### src/rtl/ins_fetcher.sv
// Instruction-fetch stage: PC register, direct-mapped one-word-per-line I-cache,
// miss handling toward the memory controller, and a one-entry hand-off to the Decoder.
module ins_fetcher #(
  parameter int          ICACHE_IDX_BIT = 6,
  parameter logic [31:0] RESET_PC       = 32'h0000_0000
) (
  input  logic        clk_in,
  input  logic        rst_in,
  input  logic        rdy_in,
  output logic        inst_input,
  output logic [31:0] inst,
  output logic [31:0] inst_addr,
  input  logic        dec_stall,
  input  logic [31:0] dec_next_pc,
  input  logic        rob_clear,
  input  logic [31:0] rob_clear_pc,
  output logic        mem_req,
  output logic [31:0] mem_addr,
  input  logic        mem_ack,
  input  logic [31:0] mem_data
);

  localparam int LINES = 1 << ICACHE_IDX_BIT;
  localparam int TAG_W = 30 - ICACHE_IDX_BIT;

  typedef enum logic {
    S_IDLE = 1'b0,
    S_WAIT = 1'b1
  } state_t;

  state_t                    r_state;
  logic [31:0]               r_pc;
  logic                      r_inst_input;
  logic [31:0]               r_inst;
  logic [31:0]               r_inst_addr;
  logic                      r_mem_req;
  logic [31:0]               r_mem_addr;
  logic                      r_drop;

  logic [31:0]               r_line_data [LINES];
  logic [TAG_W-1:0]          r_line_tag  [LINES];
  logic [LINES-1:0]          r_line_valid;

  state_t                    w_state_nx;
  logic [31:0]               w_pc_nx;
  logic                      w_inst_input_nx;
  logic [31:0]               w_inst_nx;
  logic [31:0]               w_inst_addr_nx;
  logic                      w_mem_req_nx;
  logic [31:0]               w_mem_addr_nx;
  logic                      w_drop_nx;
  logic                      w_fill;

  logic [ICACHE_IDX_BIT-1:0] w_idx;
  logic [TAG_W-1:0]          w_tag;
  logic [ICACHE_IDX_BIT-1:0] w_fill_idx;
  logic [TAG_W-1:0]          w_fill_tag;
  logic                      w_hit;

  assign w_idx      = r_pc[ICACHE_IDX_BIT+1:2];
  assign w_tag      = r_pc[31:ICACHE_IDX_BIT+2];
  assign w_fill_idx = r_mem_addr[ICACHE_IDX_BIT+1:2];
  assign w_fill_tag = r_mem_addr[31:ICACHE_IDX_BIT+2];
  assign w_hit      = r_line_valid[w_idx] && (r_line_tag[w_idx] == w_tag);

  always_comb begin
    // NOTE: every output of this block gets a hold value first, so no path leaves one unassigned and no latch is inferred.
    w_state_nx      = r_state;
    w_pc_nx         = r_pc;
    w_inst_input_nx = r_inst_input;
    w_inst_nx       = r_inst;
    w_inst_addr_nx  = r_inst_addr;
    w_mem_req_nx    = r_mem_req;
    w_mem_addr_nx   = r_mem_addr;
    w_drop_nx       = r_drop;
    w_fill          = 1'b0;

    if (rdy_in) begin
      // An outstanding miss always completes its fill, even across a redirect.
      if (r_state == S_WAIT) begin
        if (mem_ack) begin
          w_fill       = 1'b1;
          w_mem_req_nx = 1'b0;
          w_state_nx   = S_IDLE;
          w_drop_nx    = 1'b0;
          if (!r_drop && !rob_clear) begin
            w_inst_input_nx = 1'b1;
            w_inst_nx       = mem_data;
            w_inst_addr_nx  = r_mem_addr;
          end
        end else if (rob_clear) begin
          w_drop_nx = 1'b1;
        end
      end

      if (rob_clear) begin
        w_pc_nx         = rob_clear_pc;
        w_inst_input_nx = 1'b0;
      end else if (r_inst_input) begin
        if (!dec_stall) begin
          w_pc_nx         = dec_next_pc;
          w_inst_input_nx = 1'b0;
        end
      end else if (r_state == S_IDLE) begin
        if (w_hit) begin
          w_inst_input_nx = 1'b1;
          w_inst_nx       = r_line_data[w_idx];
          w_inst_addr_nx  = r_pc;
        end else begin
          w_mem_req_nx  = 1'b1;
          w_mem_addr_nx = r_pc;
          w_state_nx    = S_WAIT;
        end
      end
    end
  end

  always_ff @(posedge clk_in) begin
    // NOTE: clocked state uses non-blocking assignments so every register samples pre-edge values.
    if (rst_in) begin
      r_state      <= S_IDLE;
      r_pc         <= RESET_PC;
      r_inst_input <= 1'b0;
      r_inst       <= 32'h0;
      r_inst_addr  <= 32'h0;
      r_mem_req    <= 1'b0;
      r_mem_addr   <= 32'h0;
      r_drop       <= 1'b0;
      r_line_valid <= '0;
    end else begin
      r_state      <= w_state_nx;
      r_pc         <= w_pc_nx;
      r_inst_input <= w_inst_input_nx;
      r_inst       <= w_inst_nx;
      r_inst_addr  <= w_inst_addr_nx;
      r_mem_req    <= w_mem_req_nx;
      r_mem_addr   <= w_mem_addr_nx;
      r_drop       <= w_drop_nx;
      if (w_fill) r_line_valid[w_fill_idx] <= 1'b1;
    end
  end

  // NOTE: line data and tags are not reset; the valid bits alone make stale contents unreachable.
  always_ff @(posedge clk_in) begin
    if (w_fill) begin
      r_line_data[w_fill_idx] <= mem_data;
      r_line_tag[w_fill_idx]  <= w_fill_tag;
    end
  end

  assign inst_input = r_inst_input;
  assign inst       = r_inst;
  assign inst_addr  = r_inst_addr;
  assign mem_req    = r_mem_req;
  assign mem_addr   = r_mem_addr;

endmodule

### config.mk
export PLATFORM = sky130hd
export DESIGN_NAME = ins_fetcher
export DESIGN_NICKNAME = d
export VERILOG_FILES = /design/src/rtl/ins_fetcher.sv
export SDC_FILE = /design/constraint.sdc
export NUM_CORES = 2
export LEC_CHECK = 0
export CORE_MARGIN = 1.5
export CORE_UTILIZATION = 34
export CTS_CLUSTER_DIAMETER = 30
export DETAILED_ROUTE_END_ITERATION = 7
export HOLD_SLACK_MARGIN = 0.06
export MAX_ROUTING_LAYER = met4
export SYNTH_ARGS = -nofsm -noshare
export SYNTH_HDL_FRONTEND = slang
export SYNTH_SLANG_ARGS = --single-unit
### constraint.sdc
create_clock -name clk_in -period 4.7 [get_ports clk_in]
set_input_delay 0.94 -clock clk_in [delete_from_list [all_inputs] [get_ports clk_in]]
set_output_delay 0.94 -clock clk_in [all_outputs]
set_load 0.1 [all_outputs]
== After elaboration in Yosys (flattened, before gate mapping) ==
Memory sizes are Yosys's and may differ from the RTL's. A register that Yosys moved wholly into a read port is not among the register bits.
Index checks and enable logic that the tools add are counted.

* Reductions and logical operators: 10
* Bitwise operators: 5
* Equal/unequal tests: 2
* Multiplexer cells: 52
* Order comparisons: 3

{| class="wikitable"
|+ Operators by type and width
! operator !! number
|-
| $mux W32 || 17
|-
| $or A64 B64 Y64 || 1
|-
| $mux W1 || 29
|-
| $eq A24 B24 Y1 || 1
|-
| $mux W6 || 4
|-
| $lt A6 B7 Y1 const B || 2
|-
| $bmux W1 S6 || 1
|-
| $demux W1 S6 || 1
|-
| $ge A6 B1 Y1 const B || 1
|-
| $reduce_and A3 Y1 || 2
|-
| $reduce_and A5 Y1 || 1
|-
| $not A1 Y1 || 4
|-
| $reduce_bool A2 Y1 || 2
|-
| $logic_and A1 B1 Y1 || 3
|-
| $logic_not A1 Y1 || 2
|-
| $ne A2 B1 Y1 const B || 1
|}

* Bits in writable memories: 3584
* Output and inout port bits: 98
* Flip-flop bits (word level): 196
* Memories kept: 2
* Logic and storage cells: 83
* Input port bits: 102

{| class="wikitable"
|+ Memory list
! memory !! words !! bits a word !! read ports !! clocked after memory_dff !! write ports !! line !! text
|-
| r_line_data || 64 || 32 || 1 || 1 || 1 || 40 || <nowiki>logic [31:0] r_line_data [LINES];</nowiki>
|-
| r_line_tag || 64 || 24 || 1 || 1 || 1 || 41 || <nowiki>logic [TAG_W-1:0] r_line_tag [LINES];</nowiki>
|}

== Logic depth before layout (Yosys ltp) ==
* Depth after elaboration: 9
* Gate-level depth with buffers: 18
* Depth with buffers taken out: 10

== Least setup slack after synthesis ==
Ideal clock, no wire load.

* Kind: register to register
* Start point: register r_mem_addr[6] (netlist: mem_addr[6])
* End point: memory r_line_data[23][0] (enable)
* Stages on the path, launching flop included: 5
* Setup time: 472 ps
* Arrival: 4257 ps
* Data required time: 4228 ps
* Period minus slack after synthesis: 4729 ps
* Setup slack: -29 ps
* Buffers on the path: 2
* Cell sequence: dfxtp_1 > clkbuf_1 > or3b_2 > clkbuf_1 > nor2_1

{| class="wikitable"
|+ RTL lines
! element !! line !! text
|-
| start: declaration || 37 || <nowiki>logic [31:0] r_mem_addr;</nowiki>
|-
| start signal: assignment || 137 || <nowiki>r_mem_addr <= w_mem_addr_nx;</nowiki>
|-
| end: declaration || 40 ||
|}

Straight into the memory's write port.

==> flow_summary.json <==
{
  "power.total_mw": 92.0,
  "maxCapViolCount": 0,
  "synth_common_cells": "edfxtp_1 (3,584), mux4_2 (947), nor2_1 (441)",
  "max_slew_margin_pct": 16.5,
  "syn_inst": 6867,
  "num_vias": 80017,
  "holdCritStartpoint": "rst_in",
  "wire_per_inst_um": 34.2,
  "min_path_type": "input pin to register",
  "seq_area_frac_synth_pct": 76.2,
  "critPathCaptureType": "register",
  "hold_violations": 0,
  "grt_pass1_vias": 79273,
  "fin_crit_sh_pct": 99.4,
  "max_freq_mhz": 214,
  "yosys_warnings": 0,
  "synth_most_common_cell": "edfxtp_1",
  "core_area_sq_um": 428000,
  "synth_area_leaders": "edfxtp_1 (73%), mux4_2 (15%), dfxtp_1 (2.8%)",
  "async_flop_share_pct": 0,
  "io_buffers": 199,
  "p_leak_nw": 59.8,
  "ys.flop_type": "edfxtp_1",
  "die-height_um": 659,
  "grt_overflow": 0,
  "synth_edf_count": 3584,
  "worst_pin_slew_ns": 1.25,
  "fin_crit_ns": 4.67,
  "synth_area_sq_um": 147000,
  "required_ns": 5.61,
  "ir_worst_vdd_mv": 0.380,
  "die_width_um": 659,
  "syn2layout_area_growth_pct": 25.2,
  "setup_viol": 0,
  "cts_tree": "yes",
  "h-tree-depth": 6,
  "grt_pass1_wl_um": 652000,
  "clockBufferDepth": 4,
  "clk_latency_ns": 1.07,
  "ios": 200,
  "clk_pin_slew_ns": 0.05,
  "status": "completed",
  "rows": 240,
  "crit_type": "register to register",
  "synth_area_per_cell_sq_um": 21.3,
  "routed_via_density": 5.68,
  "post-route-drc-count": 0,
  "dpl.hpwl_um": 268000,
  "track_usage_pct": 22.2,
  "hold_ws_ns": 0.350,
  "synth_top_area_share_pct": 73.5,
  "yosys.area.top_type": "edfxtp_1",
  "drt_iter0_markers": 12138,
  "yosysUniqueCellTypes": 79,
  "antenna_found_initial": 39,
  "cts_buffers": 682,
  "grt_max_degree": 121,
  "crit_arrival_ns": 5.58,
  "clock_sinks": 3786,
  "ant_nets": 0,
  "finalNetCount": 7885,
  "gp_congestion": 0.869,
  "critical_path.max_fanout": 30,
  "worst_clock_skew_ns": 0.0796,
  "fill_cells": 36485,
  "startpoint_type": "register",
  "start_util_pct": 34.2,
  "slew_violations": 0,
  "drive_above_1_share_pct": 33.2,
  "ys_ff_latch": 3786,
  "grt_setup_unrepaired": "false",
  "cts_root_buffer": "clkbuf_16",
  "wirelength_um": 481000,
  "p_per_area_nw_per_um2": 501,
  "die-area_sq_um": 435000,
  "synth.net_count": 6969,
  "first_pass_iters": 5
}
worst max-delay path: stages (launching register included):
cell and delay (ns):
dfxtp_4 0.35, buf_12 0.16, buf_12 0.18, buf_4 0.22, nor2b_1 0.16, buf_4 0.14
a22oi_1 0.31, nand3_1 0.23, buf_4 0.19, a31oi_1 0.32, a211oi_2 0.12, or3b_2 0.49
nor4_2 0.27, buf_4 0.16, nand4_1 0.20, buf_4 0.28, nor3_4 0.19, buf_12 0.29
a221oi_1 0.16
final cells by class:
class	instances	area (sq um)	area share [%]
tap	5687	7120	3.88
sequential	3786	112000	60.9
clock inverter	498	6540	3.57
antenna	28	70.1	0.0382
timing repair buffer	641	7020	3.82
multi-input combinational	2634	33300	18.1
clock buffer	773	17600	9.58
inverter	38	153	0.0832
cells in the final DEF (no fill, tap or decap), drive strengths merged, types with 72 or more instances in the layout:
cell type / Yosys / layout
edfxtp: 3584 / 3584
mux4: 947 / 947
clkbuf: 179 / 775
buf: 231 / 510
nor2: 441 / 441
mux2i: 292 / 292
clkinv: 0 / 250
dfxtp: 202 / 202
clkdlybuf4s50: 0 / 129
a22oi: 121 / 121
o21ai: 120 / 120
inv: 38 / 111
bufinv: 0 / 102
nand2: 86 / 86
nand3: 74 / 74
clkinvlp: 0 / 73
a211oi: 72 / 72
kinds of logic after synthesis:
| family | after synthesis | synth area share (%) |
|---|---|---|
| flip-flops | 3786 | 76.2 |
| multiplexers | 1262 | 16.7 |
| AND/OR/NAND/NOR | 802 | 2.54 |
| AO/OA/AOI/OAI | 554 | 2.92 |
| buffers and inverters | 448 | 1.50 |
| XOR/XNOR | 15 | 0.0897 |
power breakdown:
group          switching (mW)  internal, mW
Clock                    17.9          32.9
Sequential              0.129          36.9
Combinational            2.49          1.72
through the flow:
step / util, % / std cells / cell area, sq um / setup WS [ns] / TNS, ns
after floorplan: - / 6867 / 147000 / -0.0286 / -24.51
after global placement: 37.2 / 12778 / 159000 / -0.00142 / -0.00142
after detailed placement: 37.2 / 12778 / 159000 / 0.0233 / 0
after CTS: 42.8 / 14049 / 183000 / 0.00853 / 0
after global routing: 42.8 / 14076 / 183000 / 0.00903 / 0
final: 42.8 / 14085 / 183000 / 0.0274 / 0
registers in the layout (all words and copies together) (netlist names), named ones only:
name	count
r_line_data	2048
r_line_tag	1536
r_line_valid	64
inst	32
inst_addr	32
mem_addr	32
r_pc	32
inst_input	1
mem_req	1
r_drop	1
r_state	1
timing repair:
action / 4_1_cts / 5_1_grt
gates resized for setup: 4 / 8
endpoints found under the setup margin: 18 / 97
gates cloned: 0 / 1
hold buffers: 0 / 0
setup buffers: 0 / 6
pin swaps: 1 / 0
hold endpoints to repair: 0 / 0
per-layer routing:
layer / global-route usage (%) / routed length, um
met1: 28.3 / 181000
met2: 34.6 / 229000
met3: 4.15 / 46300
met4: 10.2 / 25300
met5: - / 0
final timing paths:
path / to / slack (ns) / cells past startpoint
hold / removal: r_line_valid[53]$_SDFFE_PP0P_ / 0.35 / 2
setup / recovery: inst_addr[1]$_SDFFE_PP0P_ / 0.03 / 18
setup reg to reg: inst_addr[1]$_SDFFE_PP0P_ / 0.03 / 18
hold reg to reg: r_line_valid[46]$_SDFFE_PP0P_ / 0.46 / 2
No activity file was read; power rests on OpenSTA's default activity.
